===== config.mk =====
export PLATFORM = sky130hd
export DESIGN_NAME = temperature_alarm_monitor
export DESIGN_NICKNAME = d
export VERILOG_FILES = /design/src/rtl/temperature_alarm_monitor.sv
export SDC_FILE = /design/constraint.sdc
export NUM_CORES = 1
export LEC_CHECK = 0
export ABC_AREA = 1
export BUFFER_PORTS_ARGS = -buffer_cell sky130_fd_sc_hd__buf_2
export CORE_ASPECT_RATIO = 1.75
export CORE_MARGIN = 2
export CORE_UTILIZATION = 55
export DETAILED_ROUTE_END_ITERATION = 6
export PLACE_DENSITY = 0.79
export SLEW_MARGIN = 20
export SYNTH_ARGS = -nofsm -noshare
export SYNTH_HDL_FRONTEND = slang
export SYNTH_SLANG_ARGS = --single-unit

===== constraint.sdc =====
create_clock -name clk -period 1.74 [get_ports clk]
set_input_delay 0.348 -clock clk [delete_from_list [all_inputs] [get_ports clk]]
set_output_delay 0.348 -clock clk [all_outputs]
set_load 0.01 [all_outputs]

===== src/rtl/temperature_alarm_monitor.sv =====
// Temperature alarm monitor.
// Consumes per-sample abnormality verdicts from the temperature analyzer.
// Short abnormal bursts are filtered out by a persistence counter.
// A sustained abnormal condition raises a latched alarm that the host must
// acknowledge. The block also tracks the peak temperature of each episode and
// keeps a saturating count of alarm episodes.
module temperature_alarm_monitor #(
  parameter int ALARM_COUNT = 4,  // consecutive abnormal samples to raise alarm (1..15)
  parameter int CLEAR_COUNT = 3   // consecutive normal samples to clear (1..15)
) (
  input  logic       clk,
  input  logic       reset,
  input  logic       sampleValid,
  input  logic [7:0] temperature,
  input  logic       temperatureAbnormality,
  input  logic       alarmAck,
  output logic       alarm,
  output logic [1:0] alarmState,
  output logic [7:0] peakTemperature,
  output logic [7:0] alarmEvents
);

  typedef enum logic [1:0] {
    NORMAL  = 2'd0,
    SUSPECT = 2'd1,
    ALARM   = 2'd2,
    HOLD    = 2'd3
  } state_t;

  localparam logic [3:0] ALARM_TH = 4'(ALARM_COUNT);
  localparam logic [3:0] CLEAR_TH = 4'(CLEAR_COUNT);

  state_t     state, state_nx;
  logic [3:0] abn_run, abn_run_nx;
  logic [3:0] ok_run, ok_run_nx;
  logic       ack_seen, ack_seen_nx;
  logic [7:0] peak_nx;
  logic [7:0] events_nx;

  logic       abn, ok;
  logic [7:0] peak_max;
  logic [7:0] events_inc;
  logic [3:0] abn_run_inc, ok_run_inc;

  // Qualified sample classes, running peak and saturating increments.
  assign abn         = sampleValid & temperatureAbnormality;
  assign ok          = sampleValid & ~temperatureAbnormality;
  assign peak_max    = (temperature > peakTemperature) ? temperature : peakTemperature;
  assign events_inc  = (alarmEvents == 8'hFF) ? 8'hFF : 8'(alarmEvents + 8'd1);
  // Run counters stay at or below their thresholds (<= 15), so +1 never wraps.
  assign abn_run_inc = 4'(abn_run + 4'd1);
  assign ok_run_inc  = 4'(ok_run + 4'd1);

  assign alarmState  = state;

  // Next-state and next-value logic for the episode FSM.
  always_comb begin
    // NOTE: every signal gets a default first so no path leaves it unassigned,
    // which would otherwise infer a latch.
    state_nx    = state;
    abn_run_nx  = abn_run;
    ok_run_nx   = ok_run;
    ack_seen_nx = ack_seen;
    peak_nx     = peakTemperature;
    events_nx   = alarmEvents;

    unique case (state)
      NORMAL: begin
        if (abn) begin
          abn_run_nx = 4'd1;
          peak_nx    = temperature;  // new episode restarts the peak
          if (ALARM_TH == 4'd1) begin
            state_nx    = ALARM;
            events_nx   = events_inc;
            ok_run_nx   = 4'd0;
            ack_seen_nx = 1'b0;
          end else begin
            state_nx = SUSPECT;
          end
        end
      end

      SUSPECT: begin
        if (abn) begin
          peak_nx    = peak_max;
          abn_run_nx = abn_run_inc;
          if (abn_run_inc >= ALARM_TH) begin
            state_nx    = ALARM;
            events_nx   = events_inc;
            ok_run_nx   = 4'd0;
            ack_seen_nx = 1'b0;
          end
        end else if (ok) begin
          state_nx   = NORMAL;
          abn_run_nx = 4'd0;  // peak is intentionally held
        end
      end

      ALARM: begin
        if (alarmAck) ack_seen_nx = 1'b1;
        if (abn) begin
          ok_run_nx = 4'd0;
          peak_nx   = peak_max;
        end else if (ok) begin
          if (ok_run_inc >= CLEAR_TH) begin
            if (ack_seen || alarmAck) begin
              state_nx    = NORMAL;
              abn_run_nx  = 4'd0;
              ok_run_nx   = 4'd0;
              ack_seen_nx = 1'b0;
            end else begin
              state_nx  = HOLD;
              ok_run_nx = CLEAR_TH;
            end
          end else begin
            ok_run_nx = ok_run_inc;
          end
        end
      end

      HOLD: begin
        // A fresh abnormal sample beats a simultaneous ack: same episode resumes.
        if (abn) begin
          state_nx    = ALARM;
          ok_run_nx   = 4'd0;
          ack_seen_nx = 1'b0;
          peak_nx     = peak_max;
        end else if (alarmAck) begin
          state_nx    = NORMAL;
          abn_run_nx  = 4'd0;
          ok_run_nx   = 4'd0;
          ack_seen_nx = 1'b0;
        end
      end

      default: state_nx = NORMAL;
    endcase
  end

  // State and output registers; asynchronous reset returns everything to idle.
  always_ff @(posedge clk or posedge reset) begin
    // NOTE: sequential state uses non-blocking assignments so all registers
    // update together from the pre-edge values.
    if (reset) begin
      state           <= NORMAL;
      abn_run         <= 4'd0;
      ok_run          <= 4'd0;
      ack_seen        <= 1'b0;
      peakTemperature <= 8'd0;
      alarmEvents     <= 8'd0;
      alarm           <= 1'b0;
    end else begin
      state           <= state_nx;
      abn_run         <= abn_run_nx;
      ok_run          <= ok_run_nx;
      ack_seen        <= ack_seen_nx;
      peakTemperature <= peak_nx;
      alarmEvents     <= events_nx;
      alarm           <= (state_nx == ALARM) || (state_nx == HOLD);
    end
  end

endmodule


==> results of run 1 <==
==> layout make-up <==
type,count,share of cell area
multi-input cells,164,0.4569
flip-flops and latches,27,0.3381
repair buffers,32,0.08125
inverters,39,0.07438
well taps,43,0.02688
clock buffers,4,0.02250
==> Yosys cell counts <==
master,count,area share
nand2_2,5,0.018
nor2_1,15,0.032
ha_1,12,0.086
nand4_1,5,0.018
nor4_4,1,0.012
nor3_1,1,0.0029
nand2_4,2,0.013
dfrtp_1,27,0.39
xor2_1,1,0.0050
inv_1,32,0.069
nor2_8,1,0.011
nand3_1,28,0.080
or2_2,1,0.0036
a21oi_1,4,0.011
buf_8,1,0.0086
o21ai_0,3,0.0086
nand2_1,68,0.15
inv_4,1,0.0036
xnor2_1,2,0.010
nand3b_1,1,0.0043
buf_4,1,0.0043
o31ai_1,1,0.0043
o21ai_1,8,0.023
a21o_1,1,0.0043
clkinv_1,1,0.0021
nor3_4,1,0.0093
inv_2,5,0.011
a211oi_2,1,0.0071
nor2_2,2,0.0071
==> worst paths after layout <==
kind	start	to	slack [ns]
setup / recovery	ok_run[0]$_DFFE_PP0P_	abn_run[0]$_DFFE_PP0P_	0.21
hold / removal	reset	alarmEvents[5]$_DFFE_PP0P_	0.11
setup reg to reg	ok_run[0]$_DFFE_PP0P_	abn_run[0]$_DFFE_PP0P_	0.21
hold reg to reg	ack_seen$_DFFE_PP0P_	ack_seen$_DFFE_PP0P_	0.47
max in group asynchronous	reset	ok_run[0]$_DFFE_PP0P_	1.35
min in group clk	temperature[0]	peakTemperature[0]$_DFFE_PP0P_	0.32
==> power by group through the flow <==
stage               logic (W)  registers [W]  clock network [W]
floorplan            0.000830        0.00107                  0
global placement      0.00120        0.00102                  0
detailed placement    0.00123        0.00102                  0
CTS                   0.00123        0.00101           0.000364
global route          0.00143        0.00105           0.000382
finish                0.00123        0.00101           0.000355
==> layer usage <==
| layer | GRT usage | share of wire | vias up | routed length, µm |
|---|---|---|---|---|
| met4 | 0.07778 | 0.019 | 0 | 64 |
| met3 | 0.02069 | 0.023 | 5 | 77 |
| met1 | 0.2356 | 0.40 | 721 | 1310 |
| met2 | 0.3875 | 0.56 | 30 | 1847 |
| met5 | 0 | 0 | - | 0 |
| li1 | - | - | 809 | - |
==> critical path, stage by stage (launching register included) <==
cell     delay (ns)
dfrtp_2        0.45
ha_1           0.23
nand2_1        0.07
nand2_1        0.04
nor2_1         0.08
nand3_1        0.16
nand3_1        0.12
nand2_1        0.10
nand2_2        0.11
nand2_1        0.05
nand2_1        0.06
==> metrics by stage <==
stage,instance area [µm²],setup TNS (ns),utilization,instances
after floorplan,1752,0,-,232
after global placement,1946,0,0.6260,305
after detailed placement,1946,0,0.6260,305
after CTS,1991,0,0.6405,309
after global routing,2002,-0.01910,0.6441,309
final,2002,0,0.6441,309
==> registers in the layout, summed over array words and instances, names as in the netlist <==
register         count
alarmEvents          8
peakTemperature      8
abn_run              4
ok_run               4
ack_seen             1
alarm                1
alarmState           1
==> kinds of logic after synthesis <==
logic type | share of synthesized area
AND/OR/NAND/NOR | 0.3571
buffers and inverters | 0.09786
flip-flops | 0.3857
AO/OA/AOI/OAI | 0.05857
adder cells (fa/ha/maj) | 0.08571
XOR/XNOR | 0.01500
==> layout by cell type (no fill, tap or decap), types with 2 or more instances in the layout <==
cell and n:
o21ai_1 8, nand4_1 5, inv_2 5, dfrtp_1 26
o21ai_0 3, xnor2_1 2, a21oi_1 4, nand2_2 3
nor2_2 2, nand3_1 28, ha_1 12, nand2_1 68
nand2_4 4, buf_2 31, clkbuf_8 3, inv_1 32
nor2_1 15
==> results.yml, run 1 <==
detailed_routing:
  drt_iter0_markers: 19
  drtAntennaViolNets: 0
  dr_total_vias: 1565
  vias_per_cell: 5.065
  routedWlPerCell_um: 10.68
  drc: 0
  dr.pass1.iters: 4
  routed_wl_um: 3300
yosys:
  ys_seq_area_frac: 0.3857
  synth_area_um2: 1752
  syn-instance-count: 232
  synth_area_per_cell_um2: 7.550
  ys_seq_elements: 27
  yosysWarnings: 0
  syn_nets: 257
  ys_types: 29
die:
  rows: 27
  fp.dieW_um: 46.66
  design.core.area_um2: 3108
  dieArea_um2: 3670
  ios: 32
  chipHeight_um: 78.66
  floorplan.initialDensity: 0.5636
cells_and_area:
  final_layout_size_suffix_gt1_frac: 0.2105
  n_fill_cell: 296
  antenna_cells: 0
  multi_input_area_um2: 914.6
  seq_area_um2: 676.9
  num-nets-final: 292
  area_growth_pct: 14.29
worst_setup_path:
  startpoint_type: "flop"
  endpoint_kind: "flop"
  critical_path_class: "reg -> reg"
  arrival_ns: 1.75
  reg2reg_depth: 10
  worstPathRequired_ns: 1.96
  cp_max_fo: 6
clocking:
  clock_latency_ns: 0.27
  cts_tree: "built"
  cts_hold_buf: 0
  cts_setup_buffers: 0
  htree_levels: 1
  clk_pin_slew_ns: 0.09
  clock_sinks: 27
  cts_buffer_depth: 2
  clock-root-buffer: "clkbuf_8"
  post_cts_resized: 0
  cts_buffers: 3
power_and_ir_drop:
  power_w: 0.002596
  p_leak_nw: 1.124
  p_per_area_nw_per_um2: 1297
  ir_worst_vdd_mv: 0.7367
  p_comb_frac: 0.474
  power_frac_seq: 0.389
  power.switching_w: 0.001128
  p_clk_frac: 0.137
  sw_frac_of_total: 0.4345
  internal-power_w: 0.001468
timing:
  post-route-min-period_ns: 1.534
  slew_viol_final: 0
  hold_viol: 0
  fin_hold_ws_ns: 0.1115
  finClkSkew_ns: 0.004690
  rsz0062_at_grt: "yes"
  slew-limit-headroom: 0.7502
  worst_slew_pin_slew_ns: 0.3719
  setup_viol: 0
  worst_slack_ns: 0.2065
  fmax_mhz: 652.1
  fin_crit_sh: 0.8814
run:
  maxCapViolations: 0
global_route:
  grt_max_degree: 28
  grt_pass1_wl_um: 5878
  grt_usage: 0.2116
  antenna_found_initial: 0
  grt.overflow.total: 0
  grt_pass1_vias: 1472
place:
  routabilityCongestion: 0.8112
  dp_slack_ns: 0.06324
  port_buffers: 31
  dpl.hpwl_um: 2672
hold_path:
  worstHoldPathType: "in -> async"
outcome:
  outcome: "finished clean"
No activity file was read; power rests on OpenSTA's default activity.
==> inputs of run 2 (changes only) <==
CORE_UTILIZATION = 50   (was 55)
PLACE_DENSITY = 0.76   (was 0.79)
clock period = 1.2 ns   (was 1.74 ns; I/O delays follow)
==> run 2 against run 1 <==
The run now ends with hold timing, setup timing left. Flip-flop and latch count is the same. Non-clock buffer count rose by 57. Maximum frequency is 5.3% lower. Clock-buffer cell count fell by 1. Setup slack lost 0.63 ns. Register-to-register slack lost 0.63 ns. Global-route usage increased by 7.8 points. Worst hold slack got worse by 0.11 ns. Critical path depth is 1 higher. Critical endpoint is now peakTemperature[7]$_DFFE_PP0P_.
==> results.yml, run 2 (synthesized netlist as in run 1, its figures left out) <==
worst_setup_path:
  arrival_ns: 1.86
  startpoint_type: "flop"
  max_stage_delay_ns: 0.38
  crit_family: "simple AND/OR/NAND/NOR gates"
  critical_path_class: "reg -> reg"
  cp_max_fo: 8
  slowest_stage: "dfrtp_1"
  worstPathRequired_ns: 1.44
  worst-path-stages: 11
  endpoint_kind: "flop"
  r2r_setup_slack_ns: -0.42
  critPathBufInv: 3
  reg2reg_depth: 11
  path_cells: "inv_2 > ha_4 > nand2_2 > inv_2 > buf_4 > nand4_1 > nand2_4 > nand2_8 > nand2_8 > nand2_1 > nand2_1"
cells_and_area:
  top_regs: "alarmEvents x8, peakTemperature x8"
  antenna_cells: 0
  layout_common_cells: "nand2_1, buf_4, inv_1"
  num-nets-final: 351
  final_layout_size_suffix_gt1_frac: 0.5785
  area_growth_pct: 71.14
  layout.cells.non_filler: 370
  layout_commonest_cell: "nand2_1"
  final_area_um2: 2998
timing:
  fin_hold_ws_ns: -0.0005785
  slew-limit-headroom: 0.7364
  finClkSkew_ns: 0.009016
  slew_viol_final: 0
  hold_viol: 1
  fin_crit_sh: 1.350
  worst_slew_pin_slew_ns: 0.3940
  rsz0062_at_grt: "yes"
  setup_viol: 34
  fmax_mhz: 617.3
  worst_slack_ns: -0.4199
  setup_tns_ns: -7.491
  post-route-min-period_ns: 1.620
global_route:
  grt.overflow.total: 0
  met3_usage: 0.03237
  grt_pass1_wl_um: 8783
  grt_pass1_vias: 2026
  met2_usage: 0.5877
  antenna_found_initial: 0
  grt_usage: 0.2900
  use_met1: 0.2763
  grt_max_degree: 28
  busiest_layer: "met2"
place:
  dp_cells: 352
  dpl.hpwl_um: 3324
  routabilityCongestion: 0.8043
  post_dp_cell_area_um2: 2331
  port_buffers: 31
detailed_routing:
  routedWlPerCell_um: 17.06
  vias_per_cell: 5.478
  dr.pass1.iters: 4
  routed_wl_um: 6313
  drtAntennaViolNets: 0
  drt_iter0_markers: 67
  drc: 0
  dr_total_vias: 2027
clocking:
  cts_buffer_depth: 2
  cts_hold_buf: 0
  clock_sinks: 27
  cts_tree: "built"
  clock-root-buffer: "clkbuf_8"
  clock_latency_ns: 0.29
  clk_pin_slew_ns: 0.10
  cts_buffers: 3
  htree_levels: 1
outcome:
  outcome: "finished, violations left"
  violations: "hold timing, setup timing"
die:
  floorplan.initialDensity: 0.5208
  fp.dieW_um: 48.74
  design.core.area_um2: 3363
  rows: 28
  dieArea_um2: 4011
  ios: 32
  chipHeight_um: 82.30
hold_path:
  worstHoldPathType: "in -> async"
power_and_ir_drop:
  ir_worst_vdd_mv: 1.497
  p_leak_nw: 1.488
  p_per_area_nw_per_um2: 1965
run:
  maxCapViolations: 0
==> run 2: cell types whose count changed in the layout (fill, tap and decap cells not counted), sizes merged <==
cell	before	now
buf	32	89
clkinv	1	3
clkbuf	4	3
nand2	75	76
==> run 2: worst paths after layout <==
path | from | to
hold reg to reg | ack_seen$_DFFE_PP0P_ | ack_seen$_DFFE_PP0P_
setup reg to reg | peakTemperature[3]$_DFFE_PP0P_ | peakTemperature[7]$_DFFE_PP0P_
max in group asynchronous | reset | alarm$_DFF_PP0_
hold / removal | reset | alarmEvents[5]$_DFFE_PP0P_
min in group clk | temperature[0] | peakTemperature[0]$_DFFE_PP0P_
setup / recovery | peakTemperature[3]$_DFFE_PP0P_ | peakTemperature[7]$_DFFE_PP0P_
==> run 2: cell type report <==
type,instances,area (µm²)
Multi-Input combinational cell,165,1344
Fill cell,155,365.4
Clock buffer,3,41.29
Timing Repair inverter,1,6.256
Sequential cell,27,680.7
Timing Repair Buffer,89,705.7
Inverter,39,158.9
Clock inverter,1,5.005
Tap cell,45,56.30
==> run 2: repair_timing <==
| action | in CTS | in global routing |
|---|---|---|
| pin swaps | 24 | 18 |
| gates cloned | 2 | 0 |
| buffers inserted | 13 | 2 |
| gates resized for setup | 51 | 64 |
| endpoints found under the setup margin | 31 | 41 |
==> run 2: worst register-to-register path: stages, from the launching register on <==
cell     delay (ns)
dfrtp_1        0.38
inv_2          0.06
ha_4           0.28
nand2_2        0.05
inv_2          0.06
buf_4          0.10
nand4_1        0.15
nand2_4        0.15
nand2_8        0.08
nand2_8        0.10
nand2_1        0.07
nand2_1        0.07
==> run 2: metal layers <==
| metal | up-vias | part of all wire |
|---|---|---|
| met5 | - | 0 |
| met1 | 984 | 0.34 |
| met2 | 82 | 0.57 |
| met4 | 0 | 0.047 |
| met3 | 31 | 0.043 |
| li1 | 930 | - |
==> run 2: where the power goes <==
group | switching, W | leakage [nW] | internal [W]
Combinational | 0.00201 | 1.13 | 0.00184
Sequential | 0.000301 | 0.333 | 0.00120
Clock | 0.000309 | 0.0255 | 0.000234
==> run 2: metrics by stage <==
step | hold WS [ns] | setup WS (ns) | utilization | total power, W
4_1_cts | 0.01350 | -0.3018 | 0.8080 | 0.005036
3_5_place_dp | 0.3259 | -0.4040 | 0.6931 | 0.003930
5_1_grt | 0.06544 | -0.4837 | 0.8914 | 0.006239
3_3_place_gp | 0.3153 | -0.3523 | 0.6931 | 0.003839
6_report | -0.0005785 | -0.4199 | 0.8914 | 0.005892
2_1_floorplan | 0.2927 | -0.2853 | - | 0.002825
